--- config.mk ---
export PLATFORM = sky130hd
export DESIGN_NAME = ins_seq_ctrl
export DESIGN_NICKNAME = d
export VERILOG_FILES = /design/src/rtl/rv_pkg.sv /design/src/rtl/ins_class.sv /design/src/rtl/ins_seq_ctrl.sv
export SDC_FILE = /design/constraint.sdc
export NUM_CORES = 1
export LEC_CHECK = 0
export BUFFER_PORTS_ARGS = -buffer_cell sky130_fd_sc_hd__buf_4
export CORE_MARGIN = 1
export CORE_UTILIZATION = 25
export CTS_CLUSTER_DIAMETER = 30
export CTS_CLUSTER_SIZE = 10
export DETAILED_ROUTE_END_ITERATION = 16
export SLEW_MARGIN = 10
export SYNTH_ARGS = -nofsm -noshare
export SYNTH_HDL_FRONTEND = slang
export SYNTH_SLANG_ARGS = --single-unit
--- constraint.sdc ---
create_clock -name clk -period 6.3 [get_ports clk]
set_input_delay 0.315 -clock clk [delete_from_list [all_inputs] [get_ports clk]]
set_output_delay 0.315 -clock clk [all_outputs]
set_load 0.05 [all_outputs]
--- src/rtl/rv_pkg.sv ---
// Shared RV32I definitions: opcode values, sequencer state encoding and the
// instruction-class bundle passed from ins_class to the sequencer.
package rv_pkg;

   localparam logic [6:0] OPC_OP       = 7'b0110011;
   localparam logic [6:0] OPC_OP_IMM   = 7'b0010011;
   localparam logic [6:0] OPC_LOAD     = 7'b0000011;
   localparam logic [6:0] OPC_STORE    = 7'b0100011;
   localparam logic [6:0] OPC_BRANCH   = 7'b1100011;
   localparam logic [6:0] OPC_JAL      = 7'b1101111;
   localparam logic [6:0] OPC_JALR     = 7'b1100111;
   localparam logic [6:0] OPC_LUI      = 7'b0110111;
   localparam logic [6:0] OPC_AUIPC    = 7'b0010111;
   localparam logic [6:0] OPC_MISC_MEM = 7'b0001111;
   localparam logic [6:0] OPC_SYSTEM   = 7'b1110011;

   localparam logic [31:0] PC_STEP = 32'd4;

   typedef enum logic [2:0] {
      ST_FETCH  = 3'd0,
      ST_DECODE = 3'd1,
      ST_EXEC   = 3'd2,
      ST_MEM    = 3'd3,
      ST_WB     = 3'd4,
      ST_TRAP   = 3'd5
   } state_t;

   typedef struct packed {
      logic is_mem;
      logic is_store;
      logic is_br;
      logic is_jmp;
      logic is_wb;
      logic is_nop;
      logic is_ill;
   } ins_cls_t;

   // Every PC load is word aligned; the low two bits are always dropped.
   function automatic logic [31:0] pc_align(input logic [31:0] a);
      return {a[31:2], 2'b00};
   endfunction

endpackage

--- src/rtl/ins_class.sv ---
// Combinational opcode classifier for the sequencer. An illegal encoding
// (unknown opcode or ins[1:0] != 2'b11) clears every other class flag.
module ins_class
   import rv_pkg::*;
(
   input  logic [6:0] op,
   input  logic [1:0] ins_lo,
   output ins_cls_t   cls
);

   ins_cls_t raw;
   logic     legal;

   always_comb begin
      raw   = '0;
      legal = 1'b1;
      case (op)
         OPC_LOAD: begin
            raw.is_mem = 1'b1;
            raw.is_wb  = 1'b1;
         end
         OPC_STORE: begin
            raw.is_mem   = 1'b1;
            raw.is_store = 1'b1;
         end
         OPC_BRANCH:                   raw.is_br  = 1'b1;
         OPC_JAL, OPC_JALR: begin
            raw.is_jmp = 1'b1;
            raw.is_wb  = 1'b1;
         end
         OPC_OP, OPC_OP_IMM,
         OPC_LUI, OPC_AUIPC:           raw.is_wb  = 1'b1;
         OPC_MISC_MEM, OPC_SYSTEM:     raw.is_nop = 1'b1;
         default:                      legal      = 1'b0;
      endcase
   end

   always_comb begin
      cls = raw;
      if (!legal || (ins_lo != 2'b11)) begin
         cls        = '0;
         cls.is_ill = 1'b1;
      end
   end

endmodule

--- src/rtl/ins_seq_ctrl.sv ---
// Multi-cycle RV32I sequencer: PC, fetch handshake, instruction register and
// FETCH/DECODE/EXEC/MEM/WB stepping. ILLEGAL_TRAP_EN enables the sticky TRAP state.
//
// state  | meaning
// FETCH  | imem_req high, waiting for imem_ack; ins loads on ack
// DECODE | one cycle for the decoder to settle op/rd
// EXEC   | ex_en strobe; branches and NOPs resolve the PC here
// MEM    | dmem_req held until dmem_ack
// WB     | rf_we when rd != 0; PC advances or jumps
// TRAP   | illegal instruction seen, all strobes low until rst
module ins_seq_ctrl
   import rv_pkg::*;
#(
   parameter logic [31:0] RESET_PC = 32'h0000_0000,
   parameter logic [31:0] NOP_INS  = 32'h0000_0013
)(
   input  logic        clk,
   input  logic        rst,
   output logic        imem_req,
   output logic [31:0] imem_addr,
   input  logic        imem_ack,
   input  logic [31:0] imem_rdata,
   output logic [31:0] ins,
   input  logic [6:0]  op,
   input  logic [4:0]  rd,
   input  logic        br_taken,
   input  logic [31:0] tgt,
   output logic        ex_en,
   output logic        dmem_req,
   output logic        dmem_we,
   input  logic        dmem_ack,
   output logic        rf_we,
   output logic [31:0] pc,
   output logic [2:0]  state,
   output logic        ill_ins
);

   state_t      st, st_nxt;
   ins_cls_t    cls;
   logic        pc_ld;
   logic [31:0] pc_nxt;
   logic [31:0] pc_inc;

   ins_class u_ins_class (
      .op     (op),
      .ins_lo (ins[1:0]),
      .cls    (cls)
   );

   always_ff @(posedge clk or posedge rst) begin
      if (rst) st <= ST_FETCH;
      else     st <= st_nxt;
   end

   always_comb begin
      st_nxt = st;
      case (st)
         ST_FETCH:  if (imem_ack) st_nxt = ST_DECODE;
`ifdef ILLEGAL_TRAP_EN
         ST_DECODE: st_nxt = cls.is_ill ? ST_TRAP : ST_EXEC;
`else
         ST_DECODE: st_nxt = ST_EXEC;
`endif
         ST_EXEC: begin
            if (cls.is_mem)     st_nxt = ST_MEM;
            else if (cls.is_wb) st_nxt = ST_WB;
            else                st_nxt = ST_FETCH;
         end
         ST_MEM:    if (dmem_ack) st_nxt = cls.is_store ? ST_FETCH : ST_WB;
         ST_WB:     st_nxt = ST_FETCH;
         ST_TRAP:   st_nxt = ST_TRAP;
         default:   st_nxt = ST_FETCH;
      endcase
   end

   always_comb begin
      imem_req = (st == ST_FETCH);
      ex_en    = (st == ST_EXEC);
      dmem_req = (st == ST_MEM);
      dmem_we  = (st == ST_MEM) && cls.is_store;
      rf_we    = (st == ST_WB) && (rd != 5'd0);
`ifdef ILLEGAL_TRAP_EN
      ill_ins  = (st == ST_TRAP);
`else
      ill_ins  = 1'b0;
`endif
   end

   assign state     = st;
   assign imem_addr = pc;
   assign pc_inc    = pc + PC_STEP;

   // Illegal ops only reach EXEC when trapping is off; they retire as NOPs.
   always_comb begin
      pc_ld  = 1'b0;
      pc_nxt = pc_inc;
      case (st)
         ST_EXEC: begin
            if (cls.is_br) begin
               pc_ld  = 1'b1;
               pc_nxt = br_taken ? tgt : pc_inc;
            end else if (cls.is_nop || cls.is_ill) begin
               pc_ld  = 1'b1;
            end
         end
         ST_MEM:  pc_ld = dmem_ack && cls.is_store;
         ST_WB: begin
            pc_ld = 1'b1;
            if (cls.is_jmp) pc_nxt = tgt;
         end
         default: pc_ld = 1'b0;
      endcase
   end

   always_ff @(posedge clk or posedge rst) begin
      if (rst)        pc <= RESET_PC;
      else if (pc_ld) pc <= pc_align(pc_nxt);
   end

   always_ff @(posedge clk or posedge rst) begin
      if (rst)                              ins <= NOP_INS;
      else if ((st == ST_FETCH) && imem_ack) ins <= imem_rdata;
   end

endmodule
# [After elaboration in Yosys (flattened, before gate mapping)]
# Cells that the tools add are included.
[classes] n_mux=21 n_eq_ne=19 n_reduce_logical=15 n_addsub=1
[ops] cell="$mux 32" n=3
[ops] cell="$pmux 32 s2" n=1
[ops] cell="$add 32x3->32 const B" n=1
[ops] cell="$eq 7x7->1 const B" n=4
[ops] cell="$eq 7x6->1 const B" n=3
[ops] cell="$mux 3" n=5
[ops] cell="$pmux 3 s5" n=1
[ops] cell="$eq 7x5->1 const B" n=2
[ops] cell="$reduce_or 11->1" n=1
[ops] cell="$mux 1" n=9
[ops] cell="$eq 7x2->1 const B" n=1
[ops] cell="$eq 7x4->1 const B" n=1
[ops] cell="$mux 7" n=1
[ops] cell="$reduce_or 7->1" n=1
[ops] cell="$eq 3x2->1 const B" n=2
[ops] cell="$eq 3x3->1 const B" n=2
[ops] cell="$reduce_or 2->1" n=3
[ops] cell="$reduce_bool 5->1" n=1
[ops] cell="$logic_and 1x1->1" n=4
[ops] cell="$ne 2x1->1 const B" n=2
[ops] cell="$eq 3x1->1 const B" n=1
[ops] cell="$logic_not 3->1" n=1
[ops] cell="$pmux 1 s3" n=1
[ops] cell="$logic_or 1x1->1" n=2
[ops] cell="3 further kinds" n=3
[word_totals] output_inout_bits=105 inputBits=81 register_bits=65

# [Depth between registers and ports, before layout]
# Gate-level depths: netlist (run 1).
[logic_depth] word_depth=10 ltp_mapped=8

# [Cells and area by module]
# From an unflattened synthesis (run 1), not the netlist that was laid out.
[unflattened] cells_unflattened=393 area_unflattened_um2=3776.1
[modules_own_cells] module="ins_seq_ctrl" instances=1 seq_area_each_um2=1630.3 area_each_um2=3614.7 cells_per_inst=367
[modules_own_cells] module="ins_class" instances=1 seq_area_each_um2=0.0 area_each_um2=161.4 cells_per_inst=26

# [Least setup slack after synthesis (run 1)]
# Ideal clock, no wire load.
[synth_path] kind="reg-to-reg" startpoint="reg st[1] (netlist: state[1])" endpoint="reg ins[12]" setup_time_ns=0.125 arrival_time_ns=2.883 path_stages_with_launch=7 path_buffers=3 required_ns=6.175 synth_period_minus_slack_ns=3.008 setup_slack_ns=3.292 cell_sequence="dfrtp_1 > clkbuf_2 > nor3_1 > and2_1 > clkbuf_1 > buf_2 > mux2_2"
[synth_via] elab_chain_cells=2
[synth_lines] element="start: declaration" line_no="ins_seq_ctrl.sv:38" source="state_t st, st_nxt;"
[synth_lines] element="start signal: assignment" line_no="ins_seq_ctrl.sv:52" source="else st <= st_nxt;"
[synth_lines] element="$logic_not 3->1"
[synth_lines] element="net imem_req" line_no="ins_seq_ctrl.sv:19" source="output logic imem_req,"
[synth_lines] element="$logic_and 1x1->1" line_no="ins_seq_ctrl.sv:122" source="else if ((st == ST_FETCH) && imem_ack) ins <= imem_rdata;"
[synth_lines] element="end signal: assignment" line_no="ins_seq_ctrl.sv:122"
[synth_lines] element="end: declaration" line_no="ins_seq_ctrl.sv:23" source="output logic [31:0] ins,"
# The timed path passes the listed nets, and every way through them passes these cells.
# A chain may end at the register's enable or synchronous reset.

# [Worst setup path after layout (run 1)]
[layout_path] startpoint="reg ins[0]" endpoint="reg pc[26] (netlist: imem_addr[26])"
[layout_via] elab_chain_cells=7 elab_cells_between_ends=11 cone_classes="eq/ne (1); mux (7); reduce/logical (3)"
[layout_lines] element="$ne 2x2->1 (*)" line_no="ins_class.sv:40" source="if (!legal || (ins_lo != 2'b11)) begin"
[layout_lines] element="$logic_or 1x1->1 (*)" line_no="ins_class.sv:40"
[layout_lines] element="$mux 7 (*)" line_no="ins_class.sv:40"
[layout_lines] element="$logic_or 1x1->1" line_no="ins_seq_ctrl.sv:102" source="end else if (cls.is_nop || cls.is_ill) begin"
[layout_lines] element="$mux 1" line_no="ins_seq_ctrl.sv:102"
[layout_lines] element="$mux 1" line_no="ins_seq_ctrl.sv:99" source="if (cls.is_br) begin"
[layout_lines] element="$pmux 1 s3" line_no="ins_seq_ctrl.sv:97" source="case (st)"
[layout_lines] element="end signal: assignment" line_no="ins_seq_ctrl.sv:117" source="else if (pc_ld) pc <= pc_align(pc_nxt);"
[layout_lines] element="end: declaration" line_no="ins_seq_ctrl.sv:33" source="output logic [31:0] pc,"
# Mark *: on every way between the ends. The rest lies on a longest branch, timed or not.

==> impl_metrics.toml, run 1 <==
[floorplan]
coreArea_mm2 = 0.0154
num_rows = 45
ios = 186
die_area_mm2 = 0.0165
initial_core_util_pct = 25.9
die_w_um = 128
die_y_um = 128

[grt]
grt_overflow_total = 0
antenna_found_initial = 0
grt_pass1_wl_um = 20200
grt_pass1_vias = 3763
top_usage_layer = "met2"
use_met3_pct = 3.30
grt_max_degree = 66
grtUsageMet2_pct = 25.3
track_usage_pct = 16.1
met1_usage_pct = 21.0

[power]
leakagePower_nw = 2.46
total_power_mw = 2.64
peakVddDrop_v = 0.000266
power_density_mw_per_mm2 = 478

[timing]
finalSetupTns_ps = 0
finalHoldViolations = 0
maxSlewHeadroom_pct = 23.5
slew_viol_final = 0
rsz0062_at_grt = "no"
post-route-period-util_pct = 45.7
setup-violations-final = 0
fin_crit_ps = 2880
skew_ps = 3.23
worst_pin_slew_ps = 1140
max_freq_mhz = 347

[synthesis]
syn_inst = 403
syn_avg_cell_area_um2 = 9.89
async_reset_ff_share_pct = 100
synth-seq-cells = 65
synth-edff-count = 0
yosys.area_share.adder_pct = 0.314
synth_top_family_by_area = "compound AO/OA/AOI/OAI gates"
synth_xor_area_share_pct = 0
synth-simple-area-share_pct = 15.2
synth_compound_area_share_pct = 21.6
syn_area_mm2 = 0.00399
ys_types = 65
seq_area_frac_synth_pct = 40.9
yosysWarnings = 0
synthFlopType = "dfrtp_1"
muxShareOfSynthArea_pct = 9.54

[cells_and_area]
area_growth_pct = 38.6
fin_nets = 621
regArea_mm2 = 0.00163
multi_input_area_mm2 = 0.00188
antenna_cells = 0
drive_above_1_share_pct = 45.6
fin_area_mm2 = 0.00553
stdcell_count = 755
nFillCells = 1549

[clocking]
clk_path_buf_depth = 2
clock-root-buffer = "clkbuf_16"
cts_hold_buffers = 0
cts.repair.resized = 0
clk_pin_slew_worst_paths_ps = 60
post_cts_buffers = 0
htreeDepth = 3
cts_tree = "built"
insertion_delay_ps = 340
cts.sinks = 65
cts_buffers = 9

[critical_path]
cp-end-kind = "flip-flop"
required_ps = 6520
arrival_ps = 3100
worst_setup_path_start_kind = "flip-flop"
path_class = "reg -> reg"
crit_fanout = 31

[detailed_routing]
drt-wirelength-per-cell_um = 17.1
ant_nets = 0
drt_pass1_iterations = 4
finalWirelength_um = 12900
vias_per_cell = 5.11
drc = 0
first_iter_violations = 333
vias = 3855

[placement]
io_buffers = 178
dpl.hpwl_um = 9210
gp_congestion = 0.771
dpl.cell_count = 739
dpl_cell_area_mm2 = 0.00523

[flow_run]
maxCapViolCount = 0

[hold_path]
hp-class = "in -> reg"

[outcome]
status = "finished, final reports clean"
cell families (layout without fill, tap and decap cells):
group / count (synthesis) / after routing
AO/OA/AOI/OAI: 113 / 113
AND/OR/NAND/NOR: 104 / 104
buffers and inverters: 85 / 222
flip-flops: 65 / 65
multiplexers: 34 / 34
adder cells (fa/ha/maj): 1 / 1
other: 1 / 5
critical path, cell delays in order, from the launching register on:
cell,delay (ps)
dfstp_2,550
nand4_2,250
nor4_4,470
nand2_1,800
o2111a_1,430
a221o_1,250
registers in the layout, indices dropped and copies added (netlist names):
signal,flops
imem_addr,30
ins,32
state,3
report_power, final:
part	switching [mW]	leakage (nW)	internal, mW
clock	0.191	0.142	0.316
sequential	0.134	0.722	0.566
combinational	0.977	1.59	0.457
final timing paths:
check | startpoint | end | slack (ps) | cells after the start
worst max-delay path | ins[0]$_DFFE_PP1P_ | imem_addr[26]$_DFFE_PP0P_ | 3420 | 5
worst min-delay path | dmem_ack | state[1]$_DFFE_PP0P_ | 200 | 2
worst max register to register | ins[0]$_DFFE_PP1P_ | imem_addr[26]$_DFFE_PP0P_ | 3420 | 5
worst min register to register | ins[10]$_DFFE_PP0P_ | ins[10]$_DFFE_PP0P_ | 510 | 1
max in group asynchronous | rst | ins[30]$_DFFE_PP0P_ | 5480 | 3
min in group asynchronous | rst | ins[14]$_DFFE_PP0P_ | 240 | 3
per-layer routing:
layer | up-vias | routed length, um | part of all wire, %
li1 | 1767 | - | -
met1 | 1911 | 5700 | 44
met2 | 162 | 6150 | 48
met3 | 15 | 768 | 6.0
met4 | 0 | 255 | 2.0
met5 | - | 0 | 0
metrics by stage:
step / setup slack (ps) / hold slack, ps / util (%)
after floorplan: 3290 / 429 / -
after global placement: 3450 / 495 / 34.0
after detailed placement: 3410 / 498 / 34.0
after CTS: 3380 / 178 / 35.9
after global routing: 3170 / 197 / 35.9
final: 3420 / 198 / 35.9
layout make-up:
cell class | instances | share of cell area [%]
Multi-Input combinational cell | 257 | 34.0
Sequential cell | 65 | 29.5
Clock inverter | 5 | 0.996
Clock buffer | 11 | 4.39
Tap cell | 211 | 4.78
Inverter | 24 | 1.63
Timing Repair Buffer | 182 | 24.7
cell usage in the layout, fill, tap and decap left out, types with 2 or more instances in the layout:
cell type / synthesis / layout
dfrtp_1: 62 / 62
a2bb2oi_1: 6 / 6
mux2i_1: 2 / 2
o211ai_1: 2 / 2
nand2b_1: 2 / 2
and4_1: 7 / 7
a31oi_1: 3 / 3
mux2_2: 32 / 32
and2_1: 2 / 2
o2bb2ai_1: 7 / 7
nand2_1: 12 / 12
a22oi_1: 16 / 16
a21oi_1: 8 / 8
nand3_1: 15 / 15
nor4_1: 11 / 11
o2111a_1: 2 / 2
and3_1: 7 / 7
clkinvlp_4: 0 / 2
nor3_1: 10 / 10
clkbuf_16: 0 / 9
o31ai_1: 2 / 2
o22ai_1: 33 / 33
a221o_1: 2 / 2
or2_2: 4 / 4
o2111ai_1: 6 / 6
o2bb2a_1: 2 / 2
inv_1: 24 / 23
conb_1: 1 / 5
dfstp_2: 3 / 3
clkinv_2: 0 / 2
o21ai_0: 9 / 9
nor2b_1: 3 / 3
buf_4: 38 / 182
nand4_1: 4 / 4
nor2_1: 16 / 16
Yosys cell counts, types with 2 or more instances:
cell type | n | area, um^2
and4_1 | 7 | 61.3
nor4_1 | 11 | 68.8
o21ai_0 | 9 | 45.0
o2bb2a_1 | 2 | 20.0
and2_1 | 2 | 12.5
a221o_1 | 2 | 20.0
o2111ai_1 | 6 | 52.6
nand3_1 | 15 | 75.1
inv_1 | 24 | 90.1
nand2b_1 | 2 | 12.5
o22ai_1 | 33 | 206
o211ai_1 | 2 | 15.0
or2_2 | 4 | 25.0
a21oi_1 | 8 | 40.0
nor2b_1 | 3 | 18.8
a2bb2oi_1 | 6 | 52.6
nor3_1 | 10 | 50.1
clkbuf_1 | 8 | 30.0
a31oi_1 | 3 | 18.8
nor2_1 | 16 | 60.1
a22oi_1 | 16 | 120
dfstp_2 | 3 | 78.8
buf_4 | 38 | 285
and3_1 | 7 | 43.8
nand4_1 | 4 | 25.0
nand2_1 | 12 | 45.0
o2111a_1 | 2 | 22.5
o31ai_1 | 2 | 15.0
o2bb2ai_1 | 7 | 61.3
dfrtp_1 | 62 | 1550
mux2i_1 | 2 | 20.0
mux2_2 | 32 | 360
buf_2 | 11 | 55.1
Note: power is estimated with default switching activity, not from simulation.
==> run 2, diff against run 1 <==
--- a/config.mk
+++ b/config.mk
@@ -5,6 +5,7 @@
 export SDC_FILE = /design/constraint.sdc
 export NUM_CORES = 1
 export LEC_CHECK = 0
+export ABC_AREA = 1
 export BUFFER_PORTS_ARGS = -buffer_cell sky130_fd_sc_hd__buf_4
 export CORE_MARGIN = 1
 export CORE_UTILIZATION = 25
==> constraint.sdc (replaced) <==
create_clock -name clk -period 2.4 [get_ports clk]
set_input_delay 0.12 -clock clk [delete_from_list [all_inputs] [get_ports clk]]
set_output_delay 0.12 -clock clk [all_outputs]
set_load 0.05 [all_outputs]
==> impl_metrics.toml, run 2 <==
[critical_path]
slowest_stage = "dfrtp_1"
required_ps = 2690
crit_top_cell = "nand2_1"
worst-path-buf-inv = 0
path_class = "reg -> reg"
cp-end-kind = "flip-flop"
worst_setup_path_start_kind = "flip-flop"
max_stage_delay_ps = 400
arrival_ps = 2350
crit_fanout = 6
path_cells = "ha_1 > nand2_1 > nor2_1 > nand2_1 > nor2_1 > nand3_1 > and2_1 > or2_0 > nand3_1 > nand2_1 > nand2_1"
critical-path-top-delay-family = "simple AND/OR/NAND/NOR gates"

[grt]
antenna_found_initial = 0
grt_overflow_total = 0
grt_max_degree = 37
grt_pass1_vias = 5956
track_usage_pct = 17.8
grt_pass1_wl_um = 30800

[synthesis]
synth_xor_area_share_pct = 0.959
synth_compound_area_share_pct = 2.81
syn_avg_cell_area_um2 = 6.22
synth-seq-cells = 65
muxShareOfSynthArea_pct = 6.58
syn_area_mm2 = 0.00548
seq_area_frac_synth_pct = 29.8
synth.most_common_cell = "nand2_1"
ys_top_cells_by_area = "dfrtp_1 (28%), nand2_1 (23%), nand3_1 (11%), mux2_2 (6.6%), nor2_1 (6.0%)"
synth-simple-area-share_pct = 46.1
async_reset_ff_share_pct = 100
yosysWarnings = 0
synth_top_family_by_area = "simple AND/OR/NAND/NOR gates"
synthFlopType = "dfrtp_1"
synth-edff-count = 0
syn_inst = 880
ys_types = 36
yosys.area_share.adder_pct = 0.228
synthTopCellsByCount = "nand2_1 (336), nand3_1 (116), nor2_1 (88), inv_1 (75), dfrtp_1 (62)"
yosysTopAreaCellShare_pct = 28.3
synth_top_cell_by_area = "dfrtp_1"

[clocking]
clock-root-buffer = "clkbuf_16"
clk_pin_slew_worst_paths_ps = 70
clk_path_buf_depth = 2
post_cts_buffers = 0
cts.sinks = 65
htreeDepth = 3
cts_buffers = 9
insertion_delay_ps = 350
cts_tree = "built"

[detailed_routing]
drt_pass1_iterations = 5
first_iter_violations = 413
ant_nets = 0
drt-wirelength-per-cell_um = 14.4
vias = 6161
drc = 0
vias_per_cell = 4.63
finalWirelength_um = 19100

[power]
peakVddDrop_v = 0.000960
switching_share_pct = 55.2
p_comb_share_pct = 62.7
total_power_mw = 8.95
leakagePower_nw = 3.91
p_int_mw = 4.01
p_sw_mw = 4.94
power_density_mw_per_mm2 = 1190
p_seq_share_pct = 22.5
power_frac_clock_pct = 14.8

[outcome]
status = "finished, final reports clean"

[cells_and_area]
final_cell_mix = "nand2_1 (336), buf_4 (197), nand3_1 (116)"
antenna_cells = 0
regArea_mm2 = 0.00163
area_growth_pct = 37.0
largest_register_ffs = 32
fin_nets = 1132
final_common_cell = "nand2_1"
multi_input_area_mm2 = 0.00314
drive_above_1_share_pct = 26.2
nFillCells = 2302
max_flop_register = "ins"
stdcell_count = 1330

[floorplan]
die_area_mm2 = 0.0225
initial_core_util_pct = 25.8
die_y_um = 150
coreArea_mm2 = 0.0212
ios = 186
die_w_um = 150
num_rows = 53

[timing]
slew_viol_final = 0
worst_pin_slew_ps = 683
max_freq_mhz = 485
rsz0062_at_grt = "no"
skew_ps = 12.7
maxSlewHeadroom_pct = 54.4
finalHoldViolations = 0
post-route-period-util_pct = 85.9
setup-violations-final = 0
fin_hold_ws_ps = 10.5
fin_crit_ps = 2060
finalSetupTns_ps = 0

[placement]
dpl.cell_count = 1288
gp_congestion = 0.869
dpl.hpwl_um = 13900
io_buffers = 178

[hold_path]
hp-class = "in -> reg"

[flow_run]
maxCapViolCount = 0
## run 2: power by group through the flow
stage / registers (mW) / clock network (mW) / logic (mW)
3_3_place_gp: 2.01 / 0 / 5.53
2_1_floorplan: 3.42 / 0 / 2.63
6_report: 2.01 / 1.32 / 5.61
5_1_grt: 2.09 / 1.40 / 6.01
4_1_cts: 2.01 / 1.36 / 5.62
3_5_place_dp: 2.03 / 0 / 5.58
## run 2: area by class of cell
type | count | share of cell area (%)
Clock inverter | 7 | 0.800
Inverter | 82 | 4.10
Timing Repair Buffer | 226 | 24.0
Sequential cell | 65 | 21.7
Clock buffer | 9 | 3.00
Multi-Input combinational cell | 666 | 41.8
Tap cell | 275 | 4.59
## run 2: cells by family after synthesis
| family | count (synthesis) |
|---|---|
| other | 1 |
| adder cells (fa/ha/maj) | 1 |
| flip-flops | 65 |
| AND/OR/NAND/NOR | 594 |
| buffers and inverters | 153 |
| multiplexers | 32 |
| AO/OA/AOI/OAI | 28 |
| XOR/XNOR | 6 |
## run 2: worst paths after layout
check,slack [ps],to,cells past startpoint,from
worst max-delay path,340,imem_addr[28]$_DFFE_PP0P_,11,imem_addr[2]$_DFFE_PP0P_
worst min-delay path,10,ins[28]$_DFFE_PP0P_,2,imem_rdata[28]
worst max register to register,340,imem_addr[28]$_DFFE_PP0P_,11,imem_addr[2]$_DFFE_PP0P_
worst min register to register,510,ins[8]$_DFFE_PP0P_,1,ins[8]$_DFFE_PP0P_
max in group asynchronous,1300,imem_addr[26]$_DFFE_PP0P_,4,rst
min in group asynchronous,450,state[1]$_DFFE_PP0P_,3,rst
## run 2: metrics by stage
stage	util (%)	instance area, um^2	setup slack (ps)
after floorplan	-	5500	109
after global placement	32.8	6960	350
after detailed placement	32.8	6960	322
after CTS	35.4	7500	340
after global routing	35.4	7500	89.4
final	35.4	7500	338
## run 2: routing by layer
| metal | routed length (um) | track usage [%] | part of all wire (%) | vias to the layer above |
|---|---|---|---|---|
| met2 | 8850 | 29.6 | 46 | 243 |
| li1 | - | - | - | 3094 |
| met5 | 0 | 0 | 0 | - |
| met1 | 8240 | 21.8 | 43 | 2796 |
| met3 | 1580 | 4.30 | 8.3 | 28 |
| met4 | 469 | 7.53 | 2.5 | 0 |
## run 2: repair_timing
action,in CTS,in global routing
endpoints found under the hold margin,51,0
hold buffers,26,0
resized for setup,0,0
